==> src/rtl/regfile_wb_arbiter.sv <==
// regfile_wb_arbiter
//   Shares the register file's single write port among NREQ writeback
//   requesters using round-robin arbitration. An accepted request is written
//   to the register file one cycle later through registered outputs. A
//   pending-write mask lets the issue stage stall on RAW hazards.
//
// Ports
//   clock         rising-edge clock
//   reset         synchronous, active-high reset
//   hold          freeze: no grants while high
//   req_valid     per-requester write pending
//   req_ready     one-hot grant (combinational); transfer when valid & ready
//   req_rd        destination register of requester i at [i*AW +: AW]
//   req_data      write data of requester i at [i*DW +: DW]
//   rf_we         register file write enable (registered)
//   rf_waddr      register file write address (registered)
//   rf_wdata      register file write data (registered)
//   grant_id      index of the last accepted requester (registered)
//   pending_mask  bit r set while a write to register r is requested or in flight
module regfile_wb_arbiter #(
  parameter int NREQ = 3,
  parameter int AW   = 5,
  parameter int DW   = 32
) (
  input  logic                 clock,
  input  logic                 reset,
  input  logic                 hold,
  input  logic [NREQ-1:0]      req_valid,
  output logic [NREQ-1:0]      req_ready,
  input  logic [NREQ*AW-1:0]   req_rd,
  input  logic [NREQ*DW-1:0]   req_data,
  output logic                 rf_we,
  output logic [AW-1:0]        rf_waddr,
  output logic [DW-1:0]        rf_wdata,
  output logic [2:0]           grant_id,
  output logic [(2**AW)-1:0]   pending_mask
);

  localparam int PW   = $clog2(NREQ);
  localparam int NREG = 2**AW;

  // One-hot decode of a register address.
  function automatic logic [NREG-1:0] decode_reg(input logic [AW-1:0] addr);
    logic [NREG-1:0] onehot;
    onehot       = '0;
    onehot[addr] = 1'b1;
    return onehot;
  endfunction

  logic [PW-1:0]   ptr_r;
  logic [PW-1:0]   ptr_next_s;
  logic [PW-1:0]   sel_s;
  logic [PW-1:0]   idx_s;
  logic            grant_en_s;
  logic            found_s;
  logic            hit_s;
  logic            xfer_s;
  logic [NREQ-1:0] ready_s;
  logic [AW-1:0]   rd_s;
  logic [DW-1:0]   data_s;
  logic [NREG-1:0] pend_s;

  logic            rf_we_r;
  logic [AW-1:0]   rf_waddr_r;
  logic [DW-1:0]   rf_wdata_r;
  logic [2:0]      grant_id_r;

  // Round-robin grant: first valid requester at or after the pointer, wrapping.
  // Only valid bits, hold and reset feed this path, never rd or data.
  always_comb begin
    ready_s    = '0;
    sel_s      = '0;
    found_s    = 1'b0;
    idx_s      = '0;
    hit_s      = 1'b0;
    grant_en_s = !hold && !reset;
    for (int k = 0; k < NREQ; k++) begin
      idx_s          = PW'((int'(ptr_r) + k) % NREQ);
      hit_s          = grant_en_s && !found_s && req_valid[idx_s];
      found_s        = found_s | hit_s;
      ready_s[idx_s] = ready_s[idx_s] | hit_s;
      sel_s          = hit_s ? idx_s : sel_s;
    end
  end

  // Select the granted requester's rd/data with a one-hot AND-OR mux and
  // compute the pointer value following that requester.
  always_comb begin
    rd_s   = '0;
    data_s = '0;
    for (int i = 0; i < NREQ; i++) begin
      rd_s   = rd_s   | (req_rd[i*AW +: AW]   & {AW{ready_s[i]}});
      data_s = data_s | (req_data[i*DW +: DW] & {DW{ready_s[i]}});
    end
    xfer_s     = |(req_valid & ready_s);
    ptr_next_s = (sel_s == PW'(NREQ - 1)) ? '0 : (sel_s + PW'(1));
  end

  // Write-port registers and RR pointer. Writes to r0 are accepted (pointer
  // advances, grant_id updates) but never raise the write enable.
  always_ff @(posedge clock) begin
    if (reset) begin
      rf_we_r    <= 1'b0;
      rf_waddr_r <= '0;
      rf_wdata_r <= '0;
      grant_id_r <= 3'd0;
      ptr_r      <= '0;
    end else if (xfer_s) begin
      rf_we_r    <= (rd_s != '0);
      rf_waddr_r <= rd_s;
      rf_wdata_r <= data_s;
      grant_id_r <= 3'(sel_s);
      ptr_r      <= ptr_next_s;
    end else begin
      rf_we_r    <= 1'b0;
    end
  end

  // Pending writes: every valid request plus the write currently on the port.
  always_comb begin
    pend_s = '0;
    for (int i = 0; i < NREQ; i++) begin
      pend_s = pend_s | (decode_reg(req_rd[i*AW +: AW]) & {NREG{req_valid[i]}});
    end
    pend_s    = pend_s | (decode_reg(rf_waddr_r) & {NREG{rf_we_r}});
    pend_s[0] = 1'b0;
  end

  assign req_ready    = ready_s;
  assign rf_we        = rf_we_r;
  assign rf_waddr     = rf_waddr_r;
  assign rf_wdata     = rf_wdata_r;
  assign grant_id     = grant_id_r;
  assign pending_mask = pend_s;

endmodule

==> config.mk <==
export PLATFORM = sky130hd
export DESIGN_NAME = regfile_wb_arbiter
export DESIGN_NICKNAME = d
export VERILOG_FILES = /design/src/rtl/regfile_wb_arbiter.sv
export SDC_FILE = /design/constraint.sdc
export NUM_CORES = 1
export LEC_CHECK = 0
export ABC_AREA = 1
export BUFFER_PORTS_ARGS = -buffer_cell sky130_fd_sc_hd__buf_2
export CORE_MARGIN = 2
export CORE_UTILIZATION = 35
export CTS_CLUSTER_DIAMETER = 80
export DETAILED_ROUTE_END_ITERATION = 6
export HOLD_SLACK_MARGIN = 0.15
export SYNTH_ARGS = -nofsm -noshare
export SYNTH_HDL_FRONTEND = slang
export SYNTH_SLANG_ARGS = --single-unit
==> constraint.sdc <==
create_clock -name clock -period 2.8 [get_ports clock]
set_input_delay 0.42 -clock clock [delete_from_list [all_inputs] [get_ports clock]]
set_output_delay 0.42 -clock clock [all_outputs]
set_load 0.01 [all_outputs]
==> impl_results.md, run 1 <==
- Area Overhead vs Synth: 37.11%
- Initial drt markers: between 200 and 300
- Nets: 950
- Worst flop-to-flop path startpoint: ptr_r[1]$_SDFFE_PP0P_
- CTS tree: built
- Critical Path AT: around 2200 ps
- Top Ports: around 190
- Post-route cell area: just under 5000 um^2
- Final Hold Fails: 0
- Synth Instances: between 600 and 700
- CP Class: reg2out
- Vias in the first global route: 4618
- Placed Cells: between 900 and 1000
- Crit Path Max Fanout: 18
- Antenna violations before repair: 0
- Mean post-synth cell area: ~5.7 um^2
- Remaining global-route overflow: 0
- Cell Pwr Density: between 800 and 900 nW/um^2
- Mapped Area: 3611 um^2
- CTS max path bufs: 2
- Slew @ Worst Pin: approximately 800 ps
- Pre-Repair DR Iteration Count: 5
- Count of non-filler cells in the finished layout: between 900 and 1000
- Max_slew headroom: 0.4799
- Fin worst setup slack: roughly 170 ps
- Ranking of synthesized cells by area: nand2_1, dfxtp_1, nand3_1
- First-pass GRT wire length: between 20000 and 25000 um
- Max VDD drop: ~520 uV
- Row count: 37
- Post-DRT Antenna Nets: 0
- Setup TNS: 0 ps
- Hold crit path type: in2reg
- DP HPWL: around 12000 um
- DR DRC count: 0
- Unique masters post-synth: 30
- Flops & latches, synth: between 40 and 50
- DP Worst Slack: around 130 ps
- Setup-failing EPs final: 0
- Commonest cells post-synth: nand2_1, nor2_1, nand3_1, nor3_1, dfxtp_1
- Initial core utilization: 0.3545
- R2R setup slack: ~290 ps
- TritonCTS Buffers: 5
- Number of buffers added on ports: 190
- GRT Overall Usage: 0.2552
- FF-to-FF End: rf_wdata[23]$_SDFFE_PP0P_
- N_diodes: 0
- Pleak: ~2.6 nW
- CTS Sinks: 42
- Die Ht: between 100 and 150 um
- Clock-pin slew on the worst setup and hold paths: around 80 ps
- Crit path capture type: output port
- Die W: roughly 110 um
- Routed vias/inst: ~5.2
- Crit path time final: between 2000 and 3000 ps
- Later-pin clock latency in the skew report: 290 ps
- Core box area: roughly 10000 um^2
- Yosys top cell area share: 0.2370
- Leading area contributor after synthesis: nand2_1
- Max Freq: ~380 MHz
- Count leader, synth: nand2_1
- Clock Skew: between 3 and 4 ps
- Routed wire per std cell: ~15 um
- CP Launch Type: flop
- Share of layout cells above drive strength 1: 0.3117
- GP Congestion: between 0.9 and 1
- RSZ-0062 raised after global routing: no
- Number of enable flip-flop cells after synthesis: 0
- Outcome: finished clean
- H-tree depth: 2
- Worst r2r path cells: 18
- Yosys warns: 0
- Largest net degree at the start of global routing: 31
- Fin crit share: 0.9398
- Worst setup path startpoint: ptr_r[0]$_SDFFE_PP0P_
- Hold Buf Count CTS: 0
- Post-DP Area: between 4000 and 5000 um^2
- Via Count: between 4000 and 5000
- Final-report max-slew violation count: 0
- Worst EP required: between 2000 and 2500 ps
- WL final: ~15000 um
- Die ar.: ~11000 um^2
- # Max-Cap Violations: 0
- CP Capture Point: req_ready[1]
- Sequential element share of the synthesized area: 0.2328
- Asr flop ratio synth: 0
- Synth Flop Type: dfxtp_1
- Clock root buffer: clkbuf_8
-- final cells by class --
| cell class | count | area [um^2] |
|---|---|---|
| clock inverter | 2 | 37.54 |
| tap | 136 | 170.2 |
| multi-input combinational | 517 | 2456 |
| sequential | 42 | 843.3 |
| inverter | 45 | 177.7 |
| fill | 1114 | 5234 |
| timing repair buffer | 219 | 1194 |
| clock buffer | 6 | 72.57 |
-- through the flow --
| step | utilization | total power [mW] | hold slack, ps |
|---|---|---|---|
| after floorplan | - | 2.906 | 476.8 |
| final | 0.4861 | 4.318 | 462.5 |
| after global routing | 0.4861 | 4.713 | 467.3 |
| after CTS | 0.4821 | 4.278 | 453.5 |
| after global placement | 0.4694 | 3.721 | 447.2 |
| after detailed placement | 0.4694 | 3.758 | 454.7 |
-- power breakdown --
part | internal (mW) | switching (mW)
logic | 1.06 | 1.81
clock network | 0.266 | 0.206
registers | 0.819 | 0.153
total | 2.15 | 2.17
-- what timing repair did --
| item | 4_1_cts | 5_1_grt |
|---|---|---|
| pin swaps | 0 | 0 |
| resized for setup | 4 | 8 |
| cloned | 0 | 0 |
| endpoints found under the setup margin | 3 | 7 |
| buffers inserted | 0 | 2 |
-- state kept, by name, summed over array words and instances, names as in the netlist --
register and cells:
rf_we 1, rf_waddr 5, ptr_r 2, rf_wdata 32
grant_id 2
-- worst min-delay path by stage --
stage | start | end | slack, ps | cells after the start
after floorplan | grant_id[1]$_SDFFE_PP0P_ | grant_id[1]$_SDFFE_PP0P_ | 480 | 2
after global placement | grant_id[1]$_SDFFE_PP0P_ | grant_id[1]$_SDFFE_PP0P_ | 450 | 2
after detailed placement | grant_id[1]$_SDFFE_PP0P_ | grant_id[1]$_SDFFE_PP0P_ | 450 | 2
after CTS | reset | grant_id[0]$_SDFFE_PP0P_ | 450 | 2
after global routing | req_data[29] | rf_wdata[29]$_SDFFE_PP0P_ | 470 | 5
final | reset | ptr_r[1]$_SDFFE_PP0P_ | 460 | 2
-- worst max-delay path, cell delays in order (launching register included) --
cell and delay, ps:
dfxtp_2 360, inv_1 70, ha_4 330, inv_1 90
nand2_1 70, nand3_1 80, nand2_2 120, nand3_2 110
nand2_2 170, nand2_4 80, inv_4 60, buf_4 210
buf_2 160
-- layout by cell type (no fill, tap or decap), types with 27 or more instances in the layout --
cell | synthesis | layout
buf_2 | 10 | 190
buf_4 | 9 | 27
dfxtp_1 | 42 | 40
inv_1 | 37 | 37
nand2_1 | 228 | 228
nand3_1 | 57 | 56
nand4_1 | 36 | 36
nor2_1 | 64 | 64
nor3_1 | 47 | 47
o21ai_0 | 31 | 31
-- cells by family (layout without fill, tap and decap cells) --
group,count (synthesis),count (layout),synth area share
buffers and inverters,72,272,0.09494
other,1,2,0.001039
AND/OR/NAND/NOR,452,452,0.5638
AO/OA/AOI/OAI,60,60,0.09702
flip-flops,42,42,0.2328
adder cells (fa/ha/maj),3,3,0.01040
-- metal layers --
layer,wire [um],global-route usage,share of wire,vias to the layer above
met3,984,0.03154,0.066,24
li1,-,-,-,2492
met5,0,0,0,-
met2,7431,0.4760,0.50,224
met4,275,0.06297,0.019,0
met1,6123,0.3085,0.41,2245
(Power assumes the default switching activity.)
==> run 2, diff against run 1 <==
- CORE_UTILIZATION: 35 -> 32
==> impl_results.md, run 2 (synthesized netlist as in run 1, its figures left out) <==
- Largest net degree at the start of global routing: 34
- Worst EP required: 2380 ps
- Max Freq: between 300 and 400 MHz
- Crit-path cells: inv_1 > ha_1 > inv_2 > nor2_4 > nand2_1 > nand2_2 > nand3_1 > nand2_1 > nand2_1 > nand2_2 > nand2_1 > inv_2 > buf_12 > buf_2
- Metal1 wirelength: 6198 um
- Max VDD drop: 554.6 uV
- Most frequent cells in the layout: nand2_1, buf_2, nor2_1, nand3_1, nor3_1
- Critical Path AT: around 2200 ps
- Die W: between 100 and 150 um
- RSZ-0062 raised after global routing: no
- CP Launch Type: flop
- Area Overhead vs Synth: 37.91%
- Final Hold Fails: 0
- Slew @ Worst Pin: between 700 and 800 ps
- Crit path time final: around 2600 ps
- Multi-input logic area: ~2500 um^2
- Cell Pwr Density: roughly 880 nW/um^2
- Top Ports: slightly below 200
- Setup TNS: 0 ps
- Storage cell area: around 840 um^2
- Setup-failing EPs final: 0
- Routed vias/inst: a little over 5
- Initial core utilization: 0.3302
- DP HPWL: ~11000 um
- DR DRC count: 0
- Metal2 WL: slightly above 7000 um
- Initial drt markers: a little under 400
- CP Class: reg2out
- Share of layout cells above drive strength 1: 0.3063
- Later-pin clock latency in the skew report: between 200 and 300 ps
- Routed wire per std cell: around 15 um
- Max_slew headroom: 0.4810
- Hold Buf Count CTS: 0
- Commonest non-fill, non-tap cell in the layout: nand2_1
- Hold slack final: 481.5 ps
- N_diodes: 0
- Post-route cell area: roughly 5000 um^2
- Hold crit path type: in2reg
- WL final: 14580 um
- DP Worst Slack: between 80 and 90 ps
- Fin crit share: 0.9364
- Clock root buffer: clkbuf_16
- Final-report max-slew violation count: 0
- Post-DP Area: 4781 um^2
- TritonCTS Buffers: 5
- Largest delay contributor family on the critical path: simple AND/OR/NAND/NOR gates
- Outcome: finished clean
- Remaining global-route overflow: 0
- Crit Path Max Fanout: 17
- Core box area: 10940 um^2
- Clock Skew: about 3.9 ps
- Die ar.: approximately 12000 um^2
- DR top layer: met4
- Die Ht: between 100 and 150 um
- Number of buffers added on ports: 190
- Fin worst setup slack: ~180 ps
- Antenna violations before repair: 0
- GP Congestion: 0.9765
- Clock-pin slew on the worst setup and hold paths: 60 ps
- CTS tree: built
- GRT Overall Usage: 0.2336
- Post-DRT Antenna Nets: 0
- Crit path capture type: output port
- Vias in the first global route: roughly 4600
- Via Count: ~4900
- Most used cell, CP: nand2_1
- # fillers: roughly 1200
- Worst Path Buf+Inv: 5
- CTS max path bufs: 2
- CP peak stage delay: about 340 ps
- Pleak: roughly 2.6 nW
- CTS Sinks: 42
- Slowest cell on the critical path: dfxtp_2
- H-tree depth: 2
- # Max-Cap Violations: 0
- Nets: between 900 and 1000
- Largest register FFs: 32
- Pre-Repair DR Iteration Count: 5
- First-pass GRT wire length: around 22000 um
- Row count: 38
- DR WL met3: 1132 um
==> run 2: metrics by stage <==
step                      std cells  utilization  total power [mW]
after floorplan                 631            -             2.906
after global placement          957       0.4372             3.744
after detailed placement        957       0.4372             3.783
after CTS                       964       0.4513             4.356
after global routing            966       0.4554             4.833
final                           966       0.4554             4.396
==> run 2: timing repair <==
action	in CTS	in global routing
gates resized for setup	4	4
gates cloned	0	1
endpoints found under the setup margin	3	29
setup buffers	0	1
endpoints found under the hold margin	0	0
==> run 2: where the power goes <==
part	leakage [nW]	internal [mW]	total, mW	switching (mW)
Sequential	0.347	0.821	0.963	0.143
Combinational	2.18	1.06	2.90	1.84
Clock	0.0694	0.321	0.528	0.207
==> run 2: final cells by class <==
class / instances / share of cell area
sequential: 42 / 0.1693
multi-input combinational: 517 / 0.4927
tap: 140 / 0.03518
timing repair buffer: 215 / 0.2405
clock inverter: 2 / 0.002010
inverter: 45 / 0.03518
clock buffer: 5 / 0.02513
==> run 2: worst paths after layout <==
| kind | slack, ps | depth (start not counted) | from | to |
|---|---|---|---|---|
| worst min register to register | 490 | 2 | grant_id[1]$_SDFFE_PP0P_ | grant_id[1]$_SDFFE_PP0P_ |
| worst max register to register | 310 | 17 | ptr_r[1]$_SDFFE_PP0P_ | ptr_r[1]$_SDFFE_PP0P_ |
| worst max-delay path | 180 | 14 | ptr_r[1]$_SDFFE_PP0P_ | req_ready[0] |
| worst min-delay path | 480 | 5 | req_data[27] | rf_wdata[27]$_SDFFE_PP0P_ |
==> run 2: tightest hold or removal path: stages <==
cell     delay [ps]
buf_2            70
nand2_1          40
nand3_1          60
nor2_1           40
nor2_1           80
==> run 2: routing by layer <==
layer / GRT usage / vias to the layer above
met5: 0 / -
met1: 0.2863 / 2218
met4: 0.04643 / 0
met3: 0.03469 / 19
met2: 0.4321 / 221
li1: - / 2478
==> run 3, diff against run 2 <==
- CELL_PAD_IN_SITES_DETAIL_PLACEMENT: default -> 0
- CELL_PAD_IN_SITES_GLOBAL_PLACEMENT: default -> 1
- CORE_UTILIZATION: 32 -> 29
- PLACE_DENSITY_LB_ADDON: default -> 0.1
==> impl_results.md, run 3 (synthesized netlist as in run 1, its figures left out) <==
- Antenna violations before repair: 0
- WL final: approximately 15000 um
- Clock root buffer: clkbuf_16
- TritonCTS Buffers: 5
- # Max-Cap Violations: 0
- GRT Overall Usage: 0.2216
- Crit path time final: 2613 ps
- Core box area: around 12000 um^2
- Largest register FFs: 32
- Max VDD drop: about 480 uV
- Via Count: 4915
- Nets: 949
- Clock-pin slew on the worst setup and hold paths: 60 ps
- GP Congestion: between 0.9 and 1
- CP Capture Point: req_ready[2]
- N_diodes: 0
- Setup-failing EPs final: 0
- CP Class: reg2out
- Total Power: 4.501 mW
- CTS max path bufs: 2
- Most frequent cells in the layout: nand2_1, buf_2, nor2_1, nand3_1, nor3_1
- Worst r2r path cells: 19
- Row count: 40
- Clock Skew: 7.433 ps
- CTS Sinks: 42
- DP HPWL: approximately 12000 um
- Remaining global-route overflow: 0
- Worst setup path startpoint: ptr_r[0]$_SDFFE_PP0P_
- Later-pin clock latency in the skew report: about 280 ps
- Pleak: 2.597 nW
- DR DRC count: 0
- Share of layout cells above drive strength 1: 0.3072
- Critical Path AT: 2190 ps
- Crit path capture type: output port
- Pre-Repair DR Iteration Count: 5
- Hold crit path type: in2reg
- Top Ports: 193
- Worst EP required: 2380 ps
- Number of buffers added on ports: 190
- First-pass GRT wire length: 23720 um
- Die Ht: 115.6 um
- Die W: between 100 and 150 um
- Area Overhead vs Synth: 39.26%
- Routed wire per std cell: roughly 15 um
- Final Hold Fails: 0
- Crit Path Max Fanout: 11
- Slew @ Worst Pin: roughly 740 ps
- RSZ-0062 raised after global routing: no
- Max Freq: roughly 380 MHz
- Setup TNS: 0 ps
- End-of-flow core utilization: 0.4169
- Max_slew headroom: 0.5055
- Commonest non-fill, non-tap cell in the layout: nand2_1
- Initial drt markers: between 300 and 400
- FF-to-FF End: rf_wdata[5]$_SDFFE_PP0P_
- Initial core utilization: 0.2994
- Post-DRT Antenna Nets: 0
- R2R setup slack: ~320 ps
- CTS tree: built
- Cell Pwr Density: 895.0 nW/um^2
- Largest net degree at the start of global routing: 36
- Die ar.: about 13000 um^2
- Outcome: finished clean
- Vias in the first global route: between 4000 and 5000
- Routed vias/inst: 4.925
- Fin crit share: 0.9332
- Hold Buf Count CTS: 0
- Final-report max-slew violation count: 0
- H-tree depth: 2
- Worst flop-to-flop path startpoint: ptr_r[1]$_SDFFE_PP0P_
- CP Launch Type: flop
- Post-route cell area: just over 5000 um^2
- Post-DP Area: 4841 um^2
[run 3: cell count changes in the layout (fill, tap and decap cells not counted), sizes merged]
cell      delta
clkinv       -2
clkinvlp     +1
buf          +4
bufinv       +1
[run 3: how the worst min path moves through the flow]
stage | start | to | slack (ps) | depth (start not counted)
6_report | req_data[29] | rf_wdata[29]$_SDFFE_PP0P_ | 470 | 5
5_1_grt | req_data[23] | rf_wdata[23]$_SDFFE_PP0P_ | 490 | 5
4_1_cts | req_data[6] | rf_wdata[6]$_SDFFE_PP0P_ | 470 | 5
3_5_place_dp | grant_id[1]$_SDFFE_PP0P_ | grant_id[1]$_SDFFE_PP0P_ | 480 | 2
3_3_place_gp | grant_id[0]$_SDFFE_PP0P_ | grant_id[0]$_SDFFE_PP0P_ | 480 | 2
2_1_floorplan | grant_id[1]$_SDFFE_PP0P_ | grant_id[1]$_SDFFE_PP0P_ | 480 | 2
[run 3: layout make-up]
cell class	count	area [um^2]
multi-input cells	517	2449
clock inverters	2	37.54
repair buffers	218	1186
fillers	1375	7033
flip-flops and latches	42	842.1
well taps	168	210.2
clock buffers	6	128.9
inverters	45	175.2
[run 3: what timing repair did]
action	4_1_cts	5_1_grt
gates resized for setup	2	4
buffers inserted	0	0
setup endpoints to repair	1	16
[run 3: power breakdown]
group	switching (mW)	internal (mW)
sequential	0.140	0.818
combinational	1.84	1.05
clock	0.232	0.421
total	2.21	2.29
[run 3: critical path: stages (launching register included)]
cell and delay, ps:
dfxtp_1 400, inv_1 100, ha_4 290, inv_1 110, nand2_1 60, nand3_1 80
nand2_2 90, nor2_4 120, nand2_4 90, nand3_2 140, nand2_4 120, inv_4 150
buf_2 150
[run 3: metrics by stage]
stage,setup slack (ps),std cells,hold WS (ps)
3_5_place_dp,142.7,990,481.2
5_1_grt,1.942,998,488.0
6_report,187.0,998,471.8
2_1_floorplan,578.3,631,476.8
4_1_cts,36.32,998,469.4
3_3_place_gp,176.0,990,478.2
[run 3: per-layer routing]
layer	vias to the layer above	global-route usage	wire length (um)
li1	2481	-	-
met1	2238	0.2842	6524
met2	176	0.3856	7066
met3	20	0.03870	1004
met4	0	0.05542	259
met5	-	0	0
